==> config.mk <==
export PLATFORM = sky130hd
export DESIGN_NAME = avr_xbus_master
export DESIGN_NICKNAME = d
export VERILOG_FILES = /design/src/rtl/avr_xbus_pkg.sv /design/src/rtl/avr_xbus_master.sv
export SDC_FILE = /design/constraint.sdc
export NUM_CORES = 1
export LEC_CHECK = 0
export BUFFER_PORTS_ARGS = -buffer_cell sky130_fd_sc_hd__buf_2
export CORE_ASPECT_RATIO = 1.5
export CORE_MARGIN = 3
export CORE_UTILIZATION = 52
export DETAILED_ROUTE_END_ITERATION = 10
export PLACE_DENSITY = 0.84
export SETUP_SLACK_MARGIN = 0.3
export SYNTH_ARGS = -nofsm -noshare
export SYNTH_HDL_FRONTEND = slang
export SYNTH_SLANG_ARGS = --single-unit
export TNS_END_PERCENT = 20
==> constraint.sdc <==
create_clock -name clk -period 4.5 [get_ports clk]
set_input_delay 0.9 -clock clk [delete_from_list [all_inputs] [get_ports clk]]
set_output_delay 0.9 -clock clk [all_outputs]
set_load 0.005 [all_outputs]
==> src/rtl/avr_xbus_pkg.sv <==
// Shared definitions for the AVR-style multiplexed external-bus master.
package avr_xbus_pkg;

    // Width of the per-phase cycle counter; phases last 1..15 clocks.
    localparam int XB_CNT_W = 4;

    // Default value driven on the AD pads when neither address nor data is out.
    localparam logic [7:0] XB_IDLE_VALUE = 8'h00;

    // Bus cycle phases, in the order a transfer walks through them.
    typedef enum logic [2:0] {
        ST_IDLE   = 3'd0,
        ST_ALE    = 3'd1,
        ST_AHOLD  = 3'd2,
        ST_STROBE = 3'd3,
        ST_END    = 3'd4
    } xb_state_t;

endpackage

==> src/rtl/avr_xbus_master.sv <==
// AVR-style multiplexed external-memory bus initiator.
// A req/done handshake from internal logic becomes a full ALE / address-hold /
// strobe / end bus cycle. Every output is a flop; the next-value logic looks
// one state ahead so each output lines up with the phase it belongs to.
module avr_xbus_master
    import avr_xbus_pkg::*;
#(
    parameter int         ALE_CYCLES    = 1,
    parameter int         STROBE_CYCLES = 2,
    parameter logic [7:0] IDLE_VALUE    = XB_IDLE_VALUE
) (
    input  logic        clk,
    input  logic        reset,
    input  logic        req,
    input  logic        we,
    input  logic [15:0] addr,
    input  logic [7:0]  wdata,
    output logic [7:0]  rdata,
    output logic        busy,
    output logic        done,
    output logic [7:0]  ad_out,
    output logic        ad_oe,
    input  logic [7:0]  ad_in,
    output logic [7:0]  a,
    output logic        ale,
    output logic        wd,
    output logic        rd
);

    // Out-of-range phase lengths cannot be represented by the 4-bit counter.
    if (ALE_CYCLES < 1 || ALE_CYCLES > 15) begin : g_bad_ale_cycles
        $error("avr_xbus_master: ALE_CYCLES must be within 1..15");
    end
    if (STROBE_CYCLES < 1 || STROBE_CYCLES > 15) begin : g_bad_strobe_cycles
        $error("avr_xbus_master: STROBE_CYCLES must be within 1..15");
    end

    // Counter reload values: a phase of N clocks counts N-1 down to 0.
    localparam logic [XB_CNT_W-1:0] LP_ALE_LOAD    = XB_CNT_W'(ALE_CYCLES - 1);
    localparam logic [XB_CNT_W-1:0] LP_STROBE_LOAD = XB_CNT_W'(STROBE_CYCLES - 1);

    xb_state_t             r_state;
    logic [XB_CNT_W-1:0]   r_cnt;

    // Transfer parameters frozen at acceptance.
    logic                  r_we;
    logic [7:0]            r_addr_lo;
    logic [7:0]            r_wdata;

    // Registered outputs.
    logic                  r_ale;
    logic                  r_wd;
    logic                  r_rd;
    logic                  r_oe;
    logic [7:0]            r_ad;
    logic [7:0]            r_a;
    logic                  r_busy;
    logic                  r_done;
    logic [7:0]            r_rdata;

    // Next-state / next-output values.
    xb_state_t             w_state_nx;
    logic [XB_CNT_W-1:0]   w_cnt_nx;
    logic                  w_capture;
    logic                  w_rd_capture;
    logic                  w_ale_nx;
    logic                  w_wd_nx;
    logic                  w_rd_nx;
    logic                  w_oe_nx;
    logic [7:0]            w_ad_nx;
    logic [7:0]            w_a_nx;
    logic                  w_busy_nx;
    logic                  w_done_nx;

    // Next-state decode and the output values for the phase being entered.
    always_comb begin
        w_state_nx   = r_state;
        w_cnt_nx     = r_cnt;
        w_capture    = 1'b0;
        w_rd_capture = 1'b0;
        w_ale_nx     = 1'b0;
        w_wd_nx      = 1'b1;
        w_rd_nx      = 1'b1;
        w_oe_nx      = 1'b0;
        w_ad_nx      = IDLE_VALUE;
        w_a_nx       = r_a;
        w_busy_nx    = 1'b1;
        w_done_nx    = 1'b0;

        case (r_state)
            ST_IDLE: begin
                w_busy_nx = 1'b0;
                if (req) begin
                    // Address comes straight from the inputs: the capture
                    // registers load on this same edge.
                    w_state_nx = ST_ALE;
                    w_cnt_nx   = LP_ALE_LOAD;
                    w_capture  = 1'b1;
                    w_busy_nx  = 1'b1;
                    w_ale_nx   = 1'b1;
                    w_oe_nx    = 1'b1;
                    w_ad_nx    = addr[7:0];
                    w_a_nx     = addr[15:8];
                end
            end

            ST_ALE: begin
                w_oe_nx = 1'b1;
                w_ad_nx = r_addr_lo;
                if (r_cnt == '0) begin
                    // Drop ALE but keep the address on AD for hold time.
                    w_state_nx = ST_AHOLD;
                end else begin
                    w_cnt_nx = r_cnt - 1'b1;
                    w_ale_nx = 1'b1;
                end
            end

            ST_AHOLD: begin
                w_state_nx = ST_STROBE;
                w_cnt_nx   = LP_STROBE_LOAD;
                if (r_we) begin
                    w_oe_nx = 1'b1;
                    w_ad_nx = r_wdata;
                    w_wd_nx = 1'b0;
                end else begin
                    w_rd_nx = 1'b0;
                end
            end

            ST_STROBE: begin
                if (r_cnt == '0) begin
                    // Strobe releases; write data stays driven for hold,
                    // reads leave the pads tristated as turnaround.
                    w_state_nx   = ST_END;
                    w_done_nx    = 1'b1;
                    w_rd_capture = ~r_we;
                    if (r_we) begin
                        w_oe_nx = 1'b1;
                        w_ad_nx = r_wdata;
                    end
                end else begin
                    w_cnt_nx = r_cnt - 1'b1;
                    if (r_we) begin
                        w_oe_nx = 1'b1;
                        w_ad_nx = r_wdata;
                        w_wd_nx = 1'b0;
                    end else begin
                        w_rd_nx = 1'b0;
                    end
                end
            end

            ST_END: begin
                w_state_nx = ST_IDLE;
                w_busy_nx  = 1'b0;
            end

            default: begin
                w_state_nx = ST_IDLE;
                w_busy_nx  = 1'b0;
            end
        endcase
    end

    // State, phase counter and all registered outputs; reset returns the bus to idle.
    always_ff @(posedge clk or posedge reset) begin
        if (reset) begin
            r_state <= ST_IDLE;
            r_cnt   <= '0;
            r_ale   <= 1'b0;
            r_wd    <= 1'b1;
            r_rd    <= 1'b1;
            r_oe    <= 1'b0;
            r_ad    <= IDLE_VALUE;
            r_a     <= 8'h00;
            r_busy  <= 1'b0;
            r_done  <= 1'b0;
            r_rdata <= 8'h00;
        end else begin
            r_state <= w_state_nx;
            r_cnt   <= w_cnt_nx;
            r_ale   <= w_ale_nx;
            r_wd    <= w_wd_nx;
            r_rd    <= w_rd_nx;
            r_oe    <= w_oe_nx;
            r_ad    <= w_ad_nx;
            r_a     <= w_a_nx;
            r_busy  <= w_busy_nx;
            r_done  <= w_done_nx;
            if (w_rd_capture) begin
                r_rdata <= ad_in;
            end
        end
    end

    // Request capture; only loads on acceptance so values stay frozen all transfer.
    always_ff @(posedge clk) begin
        if (w_capture) begin
            r_we      <= we;
            r_addr_lo <= addr[7:0];
            r_wdata   <= wdata;
        end
    end

    assign rdata  = r_rdata;
    assign busy   = r_busy;
    assign done   = r_done;
    assign ad_out = r_ad;
    assign ad_oe  = r_oe;
    assign a      = r_a;
    assign ale    = r_ale;
    assign wd     = r_wd;
    assign rd     = r_rd;

endmodule
Yosys cells after proc, flatten, opt, wreduce, memory -nomap -nowiden --
Index checks and enable logic that the tools add are counted.
Storage, ports and cells: register bits 54, bits in latches 0, bits in writable memories 0, memory bits (read-only) 0, input port bits 36, memories 0
Operators by class: add/sub/neg operators 1, multiply operators 0, div/mod/pow operators 0, magnitude comparators 0, eq/ne operators 7, shifts and indexed selects 0, mux-type cells 26, bitwise gates (word level) 1, reductions and logical operators 9
Operator list (number):
- 8-bit case mux with 3 select lines | 1
- 8-bit 2-to-1 mux | 2
- 3-bit case mux with 4 select lines | 1
- 4-bit case mux with 3 select lines | 1
- 1-bit 2-to-1 mux | 11
- 3-bit 2-to-1 mux | 3
- 4-bit 2-to-1 mux | 2
- 2-bit inequality test, second input constant | 4
- 1-bit case mux with 2 select lines | 4
- 3-bit by 2-bit equality test with 1-bit output, second input constant | 2
- 3-bit AND reduction | 2
- 4-bit logical NOT | 1
- 2-bit OR reduction | 2
- 4-bit by 1-bit subtractor with 4-bit output, second input constant | 1
- 3-bit by 1-bit equality test with 1-bit output, second input constant | 1
- 3-bit logical NOT | 1
- 1-bit case mux with 3 select lines | 1
- 3-bit nonzero test | 1
- 3-bit OR reduction | 1
- 2-bit AND reduction | 1
- 1-bit NOT | 1

Logic depth before layout (Yosys ltp) --
Gate-level depths: netlist of the first run.
word-level depth 4, mapped depth 6, mapped depth without buffers 5

Worst setup path before layout of the first run --
OpenSTA, ideal clock, no wires.
kind input to register, start input port req, end register r_addr_lo[0], enable pin, data arrival time 1602 ps, slack 2586 ps, cell stages on the path 2, path buffers 1, cells stage by stage nor4b_4 buf_6
On the way: word-level cells in the longest chain between the ends 2
RTL lines:
- from (decl) | line avr_xbus_master.sv:14 | input logic req,
- 1-bit 2-to-1 mux | line avr_xbus_master.sv:93 | if (req) begin
- 1-bit 2-to-1 mux | line avr_xbus_master.sv:90 | case (r_state)
- net w_capture | line avr_xbus_master.sv:64 | logic w_capture;
- to (signal assigned) | line avr_xbus_master.sv:201 | r_addr_lo <= addr[7:0];
- to (decl) | line avr_xbus_master.sv:47 | logic [7:0] r_addr_lo;
The timed path passes the listed nets, and every way through them passes these cells. A chain may end at the register's enable or synchronous reset.

Final worst setup path of the first run --
start register r_cnt[0], end register r_rdata[0], in the netlist rdata[0]
On the way: word-level cells in the longest chain between the ends 3
RTL lines:
- from (decl) | line avr_xbus_master.sv:43 | logic [XB_CNT_W-1:0] r_cnt;
- from (signal assigned) | line avr_xbus_master.sv:182 | r_cnt <= w_cnt_nx;
- 4-bit logical NOT | line avr_xbus_master.sv:132 | if (r_cnt == '0) begin
- 1-bit 2-to-1 mux | line avr_xbus_master.sv:132
- 1-bit 2-to-1 mux | line avr_xbus_master.sv:90
- to (signal assigned) | line avr_xbus_master.sv:192 | r_rdata <= ad_in;
- to (decl) | line avr_xbus_master.sv:59 | logic [7:0] r_rdata;
No other way between the ends.

==> results of run 1 <==
synthesized netlist by cell type (all sizes together), types with 2 or more instances:
library cell  count  area share [%]
edfxtp           17              24
o21ai             2            0.48
nor3              3            0.71
inv               4            0.71
nor2              4            0.71
and3              2            0.59
and2              9             2.7
ha                2             1.2
nor2b             3            0.89
buf               4             1.8
mux2             16             8.6
nor4b             2             1.5
dfrtp            35              42
nand2b            4             1.2
clkbuf            2            0.42
or3               2            0.59
or2               2            0.59
dfstp             2             2.5
a221o             9             4.3
o311ai            2            0.83
flip-flops by register name (all words and copies together) (netlist names):
| signal | cells |
|---|---|
| a | 8 |
| r_we | 1 |
| r_cnt | 4 |
| busy | 1 |
| rdata | 8 |
| wd | 1 |
| r_addr_lo | 8 |
| ad_out | 8 |
| r_state | 3 |
| r_wdata | 8 |
| done | 1 |
| rd | 1 |
| ale | 1 |
| ad_oe | 1 |
metal layers:
metal  global-route usage (%)  wire length (µm)
met1                     19.1              1340
met3                     5.57               294
met2                     29.2              2000
met4                     6.96               105
met5                        0                 0
power breakdown:
group	total [W]	switching, W	internal, W
Combinational	0.000507	0.000231	0.000276
Clock	0.000377	0.000154	0.000223
Sequential	0.000787	0.000100	0.000686
Total	0.00167	0.000485	0.00119
final cells by class:
type | instances | share of cell area (%)
inverters | 4 | 0.579
clock inverters | 3 | 2.66
well taps | 43 | 2.08
flip-flops and latches | 54 | 55.5
repair buffers | 67 | 13.1
clock buffers | 5 | 2.66
multi-input cells | 72 | 23.4
worst register-to-register path, cell delays in order, from the launching register on:
cell and delay (ns):
sky130_fd_sc_hd__dfrtp_1 0.46, sky130_fd_sc_hd__inv_1 0.11, sky130_fd_sc_hd__ha_1 0.19, sky130_fd_sc_hd__nor3b_2 0.41
sky130_fd_sc_hd__and4b_1 0.49, sky130_fd_sc_hd__mux2_2 0.38
kinds of logic (layout without fill, tap and decap cells):
kind of cell	count (synthesis)	after routing	share of synthesized area [%]
flops	54	54	68.3
simple gates	37	37	11.9
mux	17	17	9.03
compound gates	16	16	6.66
buf+inv	10	79	2.91
fa+ha+maj	2	2	1.19
worst min path at each step:
stage	startpoint	endpoint	slack (ns)	cells past startpoint
4_1_cts	r_addr_lo[0]	ad_out[0]	0.49	1
3_3_place_gp	r_addr_lo[0]	ad_out[0]	0.46	1
3_5_place_dp	r_addr_lo[2]	ad_out[2]	0.47	1
6_report	r_addr_lo[0]	ad_out[0]	0.48	1
2_1_floorplan	r_we	rd	0.45	1
5_1_grt	r_addr_lo[1]	ad_out[1]	0.51	1
placed cells by master (no fill, tap or decap), drive strengths merged, types with 2 or more instances in the layout:
cell	count
a221o	9
and2	9
and3	2
buf	67
bufinv	2
clkbuf	5
dfrtp	35
dfstp	2
edfxtp	17
ha	2
inv	4
mux2	16
nand2b	4
nor2	4
nor2b	3
nor3	3
nor4b	2
o21ai	2
o311ai	2
or2	2
or3	2
per-stage QoR:
step	area (µm²)	hold slack (ns)	total power, W	utilization [%]	setup WS (ns)
CTS	2590	0.491	0.00169	68.5	2.34
finish	2590	0.483	0.00167	68.5	2.35
global route	2590	0.515	0.00178	68.5	2.19
detailed placement	2450	0.472	0.00131	64.8	2.36
floorplan	2110	0.450	0.00111	-	2.59
global placement	2450	0.462	0.00129	64.8	2.44
==> results.txt, run 1 <==
The worst register-to-register path begins at r_cnt[0]. The worst-skew pair later-pin latency came out at 0.31 ns. The floorplan die width is 58.0 µm. The number of antenna violations at the first check in global routing is 0. The power per standard cell area came out at 645 nW/µm².

Setup repair after global routing left no endpoint under its margin. The sequential cells in the finished layout cover a total of 1440 µm². Tracing the worst setup path back leads to its startpoint at r_cnt[0]. The required arrival time at the worst endpoint is 4.70 ns.

The slowest library cell on the worst path is sky130_fd_sc_hd__and4b_1. The final hold violation count came out at 0. The setup clock skew after layout is 0.0102 ns. In this run the remaining antenna-violating nets after routing total 0. The maximum VDD drop came out at 443 µV. The register area share after synthesis came out at 68.3%. The finished layout holds 248 standard cells, fillers aside. The die area is 4860 µm². In the routed design, unresolved DRC markers number 0.

The pin count of the biggest net entering global routing came out at 38. The critical path runs through a total of 5 cells. In this run the tool buffered the top-level ports with 65 buffer cells. The total routing resource utilization after global routing came out at 17.1%. The floorplan step defined a core boundary enclosing 3780 µm². The number of top-level pins is 66. The number of vias in the routed layout came out at 1371.

Of all flip-flops after synthesis, the portion carrying an async set or reset was 68.5%. The final count of pins violating max slew came out at 0. The detailed-router iteration count before antenna repair is 4. The number of sinks on the clock net is 54. Counting I/O delays and the setup requirement, the final critical path takes 2.15 ns. The post-synthesis cell type count is 34. The die outline height came out at 83.9 µm. In this run the cell area of the synthesized design comes to 2110 µm².

The number of storage elements in the synthesis netlist came out at 54. The via count of the first global-routing pass came out at 1465. The tightest min-delay check is of the register to register type.

In this run the tightest slew margin relative to its limit is 51.4%. The post-cts sizing count came out at 0. The number of diodes added for antenna fixing came out at 0.

The last weighted congestion value of the routability-driven placer came out at 0.748. The critical path's top delay family is simple AND/OR/NAND/NOR gates. The TritonCTS clock tree is built.

In this run the critical register-to-register path is captured at rdata[0]. The number of placed instances, taps included is 240. The via density per instance is 5.53. The flow ran to the end, and the final reports show no timing, DRC or antenna violations.

The final cycle utilization of the critical path is 47.8%. The per-cell routed wire length came out at 15.1 µm. The number of DRC markers after the initial detailed-route iteration came out at 30. The setup violation total in the final timing report came out at 0.

For this run, the top clock speed supported by timing is 0.465 GHz. After technology mapping, the gate count stands at 136. The worst path arrival time is 2.35 ns. The count of flip-flops with a built-in enable after synthesis is 17. The post-synthesis average cell area is 15.5 µm².

Counting cells, the worst reg-to-reg path comes to 5. The buffer and inverter count on the worst path came out at 1. Counting along the longest clock path gives a buffer depth of 2.

STA classifies the critical path endpoint as a register. The buffer type at the clock tree root is sky130_fd_sc_hd__clkbuf_8. The critical path class is register to register. The wire length of the first global-routing pass is 6.38 mm. The share of cells above drive strength 1 came out at 47.3%. The effective utilization at floorplan came out at 55.7%. The number of nets in the finished design came out at 242. The area taken by multi-input logic gates came out at 606 µm². Counting every net in the synthesized netlist gives 174. The area added between synthesis and finish came out at 23.1%. The sum of overflow across all layers after global routing is 0. The number of buffers inserted by hold repair at cts came out at 0. The clock-pin slew reported for the worst setup and hold paths after clock tree synthesis came out at 0.10 ns. The max-cap violation count is 0. The slack of the worst reg-to-reg path came out at 2.35 ns. The placed wire-length estimate is 2.69 mm. Walking the worst path, the cells encountered are inv_1 > ha_1 > nor3b_2 > and4b_1 > mux2_2. The floorplan has 27 rows. The post-CTS setup-driven buffer insertion count came out at 0. STA classifies the critical path startpoint as a register. The leakage power figure came out at 1.19 nW.

The routed wire length is 3.74 mm. The maximum net fanout on the critical path came out at 8. The capturing element of the worst setup path is rdata[0]. The final sum of negative setup slack is 0 ns. At the pin with the least slew margin, the transition time is 0.719 ns.

The largest single stage delay on the critical path is 0.49 ns. TritonCTS created 5 clock buffers. The fill cell instance count of the final layout came out at 281. The most used flip-flop cell after synthesis is sky130_fd_sc_hd__dfrtp_1.

During synthesis, Yosys emitted a total of 0 warnings. The number of H-tree levels is 2.
No activity file was read; power rests on OpenSTA's default activity.
==> run 2: changes to the inputs <==
--- a/config.mk
+++ b/config.mk
@@ -8,9 +8,9 @@
 export BUFFER_PORTS_ARGS = -buffer_cell sky130_fd_sc_hd__buf_2
 export CORE_ASPECT_RATIO = 1.5
 export CORE_MARGIN = 3
-export CORE_UTILIZATION = 52
+export CORE_UTILIZATION = 45
 export DETAILED_ROUTE_END_ITERATION = 10
-export PLACE_DENSITY = 0.84
+export PLACE_DENSITY = 0.78
 export SETUP_SLACK_MARGIN = 0.3
 export SYNTH_ARGS = -nofsm -noshare
 export SYNTH_HDL_FRONTEND = slang
==> constraint.sdc (replaced) <==
create_clock -name clk -period 1.81 [get_ports clk]
set_input_delay 0.362 -clock clk [delete_from_list [all_inputs] [get_ports clk]]
set_output_delay 0.362 -clock clk [all_outputs]
set_load 0.005 [all_outputs]
==> results.txt, run 2 (synthesis gave the netlist of run 1 again) <==
The clock buffer count from CTS was 5 (unchanged). The flow ran to the end, and the final reports show no timing, DRC or antenna violations. The via density per instance came out at 5.34 (-3.3%). The slack of the worst reg-to-reg path is 0.17 ns (-2.18 ns). The wire length of the first global-routing pass came out at 6.31 mm (-1.2%). The sum of overflow across all layers after global routing is 0 (unchanged). The end of the worst register-to-register path is rdata[4]. The max-cap violation count is 0 (unchanged). The required arrival time at the worst endpoint came out at 2.01 ns (-2.69 ns). The worst setup path startpoint is r_cnt[0]. The per-cell routed wire length is 15.1 µm (+0.25%). The post-route DRC violation count came to 0 (unchanged).

The final hold violation count is 0 (unchanged). The detailed-router iteration count before antenna repair came to 4 (unchanged). The number of buffers on the longest clock path is 2 (unchanged).

The number of vias in the routed layout came out at 1395 (+1.8%). The path type of the worst min-delay path is primary input to async pin. In this run the critical register-to-register path is launched from r_cnt[0]. The number of H-tree levels is 2 (unchanged).

The die area came out at 5550 µm² (+14%). The number of cell rows is 29 (+7.4%). The worst-case headroom to the max-slew limit is 70.9% (+19 points). The fill cell instance count of the final layout was 343 (+22%). The last weighted congestion value of the routability-driven placer came out at 0.821 (+9.8%).

The achievable frequency was 0.609 GHz (+31%). The setup clock skew after layout came out at 0.0114 ns (+0.00119 ns). The post-layout instance count excluding filler cells is 261 (+5.2%).

The routed wire length is 3.95 mm (+5.5%). The setup violation total in the final timing report is 0 (unchanged). TritonCTS built the clock tree. The critical path is of the register to register type. The power per standard cell area came to 1550 nW/µm² (+140%). The area added between synthesis and finish is 28.2%.

The maximum VDD drop came to 661 µV (+49%). The effective utilization at floorplan came to 48.4% (-7.3 points). The number of sinks on the clock net came out at 54 (unchanged). The final cycle utilization of the critical path is 90.8% (+43 points). The length in cells of the worst reg-to-reg path was 6 (+1).

The number of diodes added for antenna fixing came out at 0 (unchanged). Setup repair after global routing could not meet its margin everywhere. The area of the core region was 4350 µm² (+15%).

The final cell utilization of the core is 62.0% (-6.5 points). The number of nets in the finished design came out at 252 (+4.1%). The total routing resource utilization after global routing was 15.3% (-1.8 points). The die outline height is 89.8 µm (+7.0%). The pin count of the biggest net entering global routing was 38 (unchanged). The number of antenna violations at the first check in global routing is 0 (unchanged). The endpoint kind of the worst setup timing path is a register.

In the layout the commonest cells are sky130_fd_sc_hd__buf_2, sky130_fd_sc_hd__dfrtp_1, sky130_fd_sc_hd__edfxtp_1. The number of placed instances, taps included came to 247 (+2.9%). The buffer type at the clock tree root is sky130_fd_sc_hd__clkbuf_8. The clock-pin slew reported for the worst setup and hold paths after clock tree synthesis is 0.09 ns (about the same).

The leakage power figure is 1.23 nW (+4.0%). The category of the worst setup path launch point is a register. The via count of the first global-routing pass was 1447 (-1.2%). The number of DRC markers after the initial detailed-route iteration is 19 (-37%). The slew at the pin with the worst max-slew slack was 0.436 ns (-0.283 ns). The share of cells above drive strength 1 was 52.1% (+4.8 points). The remaining number of nets flagged by the antenna check after routing came to 0 (unchanged). The placed wire-length estimate is 2.75 mm (+2.1%). The post-route minimum period came out at 1.64 ns (-0.507 ns). The maximum net fanout on the critical path came out at 8 (unchanged). The number of buffer cells added on primary ports came to 65 (unchanged). The worst path arrival time came out at 1.84 ns (-0.51 ns). The worst-skew pair later-pin latency is 0.30 ns (about the same).

Following the worst setup path forward leads to its endpoint at rdata[4]. The final sum of negative setup slack was 0 ns (unchanged). The library cell used most frequently in the layout, excluding fill and tap cells, is sky130_fd_sc_hd__buf_2. The final count of pins violating max slew came to 0 (unchanged). The number of buffers inserted by hold repair at cts was 0 (unchanged).

The number of top-level pins is 66 (unchanged). The floorplan die width came out at 61.9 µm (+6.7%).
[run 2: final cells by class]
type                            count  area, µm²  share of cell area (%)
Clock buffer                        5       68.8                    2.55
Clock inverter                      3       20.0                   0.741
Inverter                            4       15.0                   0.556
Multi-Input combinational cell     72        657                    24.3
Sequential cell                    54       1440                    53.4
Tap cell                           46       57.6                    2.13
Timing Repair Buffer               77        440                    16.3
[run 2: where the power goes]
part           internal (W)  leakage (nW)  switching [W]
Combinational      0.000903         0.590       0.000667
Clock              0.000273        0.0422       0.000381
Sequential          0.00171         0.603       0.000248
Total               0.00289          1.23        0.00130
[run 2: worst min path at each step]
stage | end | slack (ns) | cells past startpoint
2_1_floorplan | rd | 0.45 | 1
3_3_place_gp | ad_out[2] | 0.46 | 1
3_5_place_dp | ad_out[0] | 0.47 | 1
4_1_cts | a[3] | 0.15 | 3
5_1_grt | rdata[4] | 0.18 | 3
6_report | rdata[4] | 0.14 | 3
[run 2: critical path, stage by stage (launching register included)]
cell                      delay, ns
sky130_fd_sc_hd__dfrtp_1       0.41
sky130_fd_sc_hd__inv_2         0.09
sky130_fd_sc_hd__ha_4          0.14
sky130_fd_sc_hd__nor3b_4       0.19
sky130_fd_sc_hd__and4b_1       0.27
sky130_fd_sc_hd__buf_12        0.15
sky130_fd_sc_hd__mux2_4        0.30
[run 2: layer usage]
layer  up-vias  part of all wire, %  track usage [%]
li1        655                    -                -
met1       673                   38             15.9
met2        59                   53             26.0
met3         8                  6.4             4.44
met4         0                  2.5             8.67
met5         -                    0                0
[run 2: through the flow]
| stage | cell area (µm²) | total power, W | hold slack, ns | setup slack (ns) |
|---|---|---|---|---|
| finish | 2700 | 0.00418 | 0.138 | 0.167 |
| global route | 2700 | 0.00449 | 0.178 | 0.130 |
| CTS | 2680 | 0.00417 | 0.150 | 0.201 |
| detailed placement | 2550 | 0.00342 | 0.467 | 0.115 |
| global placement | 2550 | 0.00337 | 0.458 | 0.173 |
| floorplan | 2150 | 0.00284 | 0.450 | 0.0896 |
[run 2: repair_timing]
| item | in CTS | in global routing |
|---|---|---|
| buffers inserted | 4 | 2 |
| pin swaps | 1 | 0 |
| endpoints found under the setup margin | 26 | 29 |
| resized for setup | 4 | 2 |
==> run 3: changes to the inputs <==
--- a/config.mk
+++ b/config.mk
@@ -11,6 +11,7 @@
 export CORE_UTILIZATION = 45
 export DETAILED_ROUTE_END_ITERATION = 10
 export PLACE_DENSITY = 0.78
+export RECOVER_POWER = 25
 export SETUP_SLACK_MARGIN = 0.3
 export SYNTH_ARGS = -nofsm -noshare
 export SYNTH_HDL_FRONTEND = slang
==> results.txt, run 3 (synthesis gave the netlist of run 1 again) <==
The pin count of the biggest net entering global routing is 38 (unchanged). The number of sinks on the clock net came to 54 (unchanged). The worst hold path belongs to the class primary input to register. The met3 routing resource usage after global routing is 4.44% (unchanged).

The final count of pins violating max slew came out at 0 (unchanged). Traced cell by cell, the critical path runs through inv_2 > ha_4 > nor3b_4 > and4b_1 > buf_12 > mux2_4. The final hold violation count is 0 (unchanged). The remaining number of nets flagged by the antenna check after routing is 0 (unchanged). The final sum of negative setup slack came to 0 ns (unchanged). The required arrival time at the worst endpoint came to 2.01 ns (about the same).

The placed wire-length estimate is 2.75 mm (unchanged). The library cell used most frequently in the layout, excluding fill and tap cells, is sky130_fd_sc_hd__buf_2. The post-placement worst setup slack is 0.115 ns (unchanged). The clock buffer count from CTS is 5 (unchanged).

The final cycle utilization of the critical path is 91.0% (+0.25 points). Setup repair after global routing could not meet its margin everywhere. The endpoint kind of the worst setup timing path is a register. The power per standard cell area is 1550 nW/µm² (+0.40%). The setup clock skew after layout is 0.0127 ns (+0.00127 ns). The post-detailed-placement cell area is 2550 µm² (unchanged). The number of nets in the finished design is 252 (unchanged).

The detailed-router iteration count before antenna repair came out at 4 (unchanged). The maximum VDD drop came out at 658 µV (-0.38%). The die area is 5550 µm² (unchanged). The worst-case headroom to the max-slew limit is 43.6% (-27 points). The run finished with clean final reports.

The number of cell rows came out at 29 (unchanged). The floorplan die width was 61.9 µm (unchanged). The effective utilization at floorplan is 48.4% (unchanged). The worst-skew pair later-pin latency is 0.31 ns (about the same). The worst hold margin is 0.229 ns (+0.0907 ns).

The global routing usage on met2 is 26.0% (unchanged). The total routing resource utilization after global routing came to 15.3% (unchanged). The number of top-level pins is 66 (unchanged). The buffer type at the clock tree root is sky130_fd_sc_hd__clkbuf_8. The final instance area came to 2690 µm² (-0.46%).

The maximum single-stage delay on the critical path came to 0.41 ns (about the same). The slack of the worst reg-to-reg path came out at 0.16 ns (about the same). The number of DRC markers after the initial detailed-route iteration came to 31 (+12).

The per-cell routed wire length came out at 15.1 µm (about the same). The routed wire length was 3.95 mm (about the same). The share of cells above drive strength 1 came out at 48.4% (-3.7 points).

The wire length of the first global-routing pass is 6.31 mm (unchanged). The via count of the first global-routing pass is 1447 (unchanged). The number of vias in the routed layout came out at 1380 (-1.1%). The slowest library cell on the worst path is sky130_fd_sc_hd__dfrtp_1. The global-route met1 utilization is 15.9% (unchanged).

The number of buffers on the longest clock path came out at 2 (unchanged). The number of diodes added for antenna fixing was 0 (unchanged). The area of the core region is 4350 µm² (unchanged). The sum of overflow across all layers after global routing came out at 0 (unchanged). The critical path is of the register to register type. The clock-pin slew reported for the worst setup and hold paths after clock tree synthesis came out at 0.09 ns (about the same).

The via density per instance came out at 5.29 (-1.1%). The number of buffers inserted by hold repair at cts is 0 (unchanged). The slew at the pin with the worst max-slew slack is 0.846 ns (+0.410 ns). The final cell utilization of the core came out at 61.7% (-0.29 points). The post-route minimum period is 1.65 ns (+0.00461 ns).

The area added between synthesis and finish is 27.6%. The setup violation total in the final timing report came out at 0 (unchanged). The TritonCTS clock tree is built. The max-cap violation count is 0 (unchanged). The number of H-tree levels came out at 2 (unchanged). The maximum net fanout on the critical path is 8 (unchanged). The achievable frequency was 0.607 GHz (-0.28%). The library cells used most frequently in the layout, excluding fill and tap cells, are sky130_fd_sc_hd__buf_2, sky130_fd_sc_hd__dfrtp_1, sky130_fd_sc_hd__edfxtp_1. The post-route DRC violation count came out at 0 (unchanged).

The die outline height is 89.8 µm (unchanged). The worst setup path is launched from a register. The number of buffer cells added on primary ports came out at 65 (unchanged). The final worst setup slack came to 0.162 ns (-0.00461 ns). The leakage power figure is 1.21 nW (-1.8%). The number of antenna violations at the first check in global routing came to 0 (unchanged).

The global routing stage identified its most utilized layer as met2. The worst path arrival time came out at 1.84 ns (about the same). The last weighted congestion value of the routability-driven placer is 0.821 (unchanged).
-- run 3: what timing repair did --
action	CTS	global route
endpoints found under the hold margin	0	0
endpoints found under the setup margin	26	29
buffers inserted	4	2
pin swaps	1	0
gates resized for setup	4	2
-- run 3: per-stage QoR --
step / instances / power (W)
after floorplan: 136 / 0.00284
after global placement: 247 / 0.00337
after detailed placement: 247 / 0.00342
after CTS: 259 / 0.00417
after global routing: 261 / 0.00449
final: 261 / 0.00418
-- run 3: layer usage --
metal  wire, µm  part of all wire, %  up-vias
met5          0                    0        -
met4        112                  2.8        0
met2       2070                   52       56
li1           -                    -      654
met1       1510                   38      659
met3        254                  6.4       11
-- run 3: final timing paths --
check	start	endpoint	cells after the start
setup / recovery	r_cnt[0]	rdata[4]	6
hold / removal	wdata[6]	r_wdata[6]	1
setup reg to reg	r_cnt[0]	rdata[4]	6
hold reg to reg	r_addr_lo[0]	ad_out[0]	1
max in group asynchronous	reset	r_state[0]	3
min in group asynchronous	reset	rdata[4]	3
-- run 3: final cells by class --
type	instances	area [µm²]
repair buffers	77	428
well taps	46	57.6
clock buffers	5	68.8
inverters	4	15.0
fillers	347	1670
flip-flops and latches	54	1440
clock inverters	3	20.0
multi-input cells	72	657
-- run 3: critical path: cells and delay by family (launching register included) --
family                     cells  cell delay [ns]
adders and majority gates      1             0.14
DFF                            1             0.41
muxes                          1             0.30
and+or+nand+nor                2             0.46
buffers and inverters          2             0.24
-- run 3: where the power goes --
part	internal, W	total, W	switching (W)
Combinational	0.000900	0.00157	0.000666
Sequential	0.00171	0.00196	0.000248
Clock	0.000273	0.000655	0.000382
Total	0.00288	0.00418	0.00130
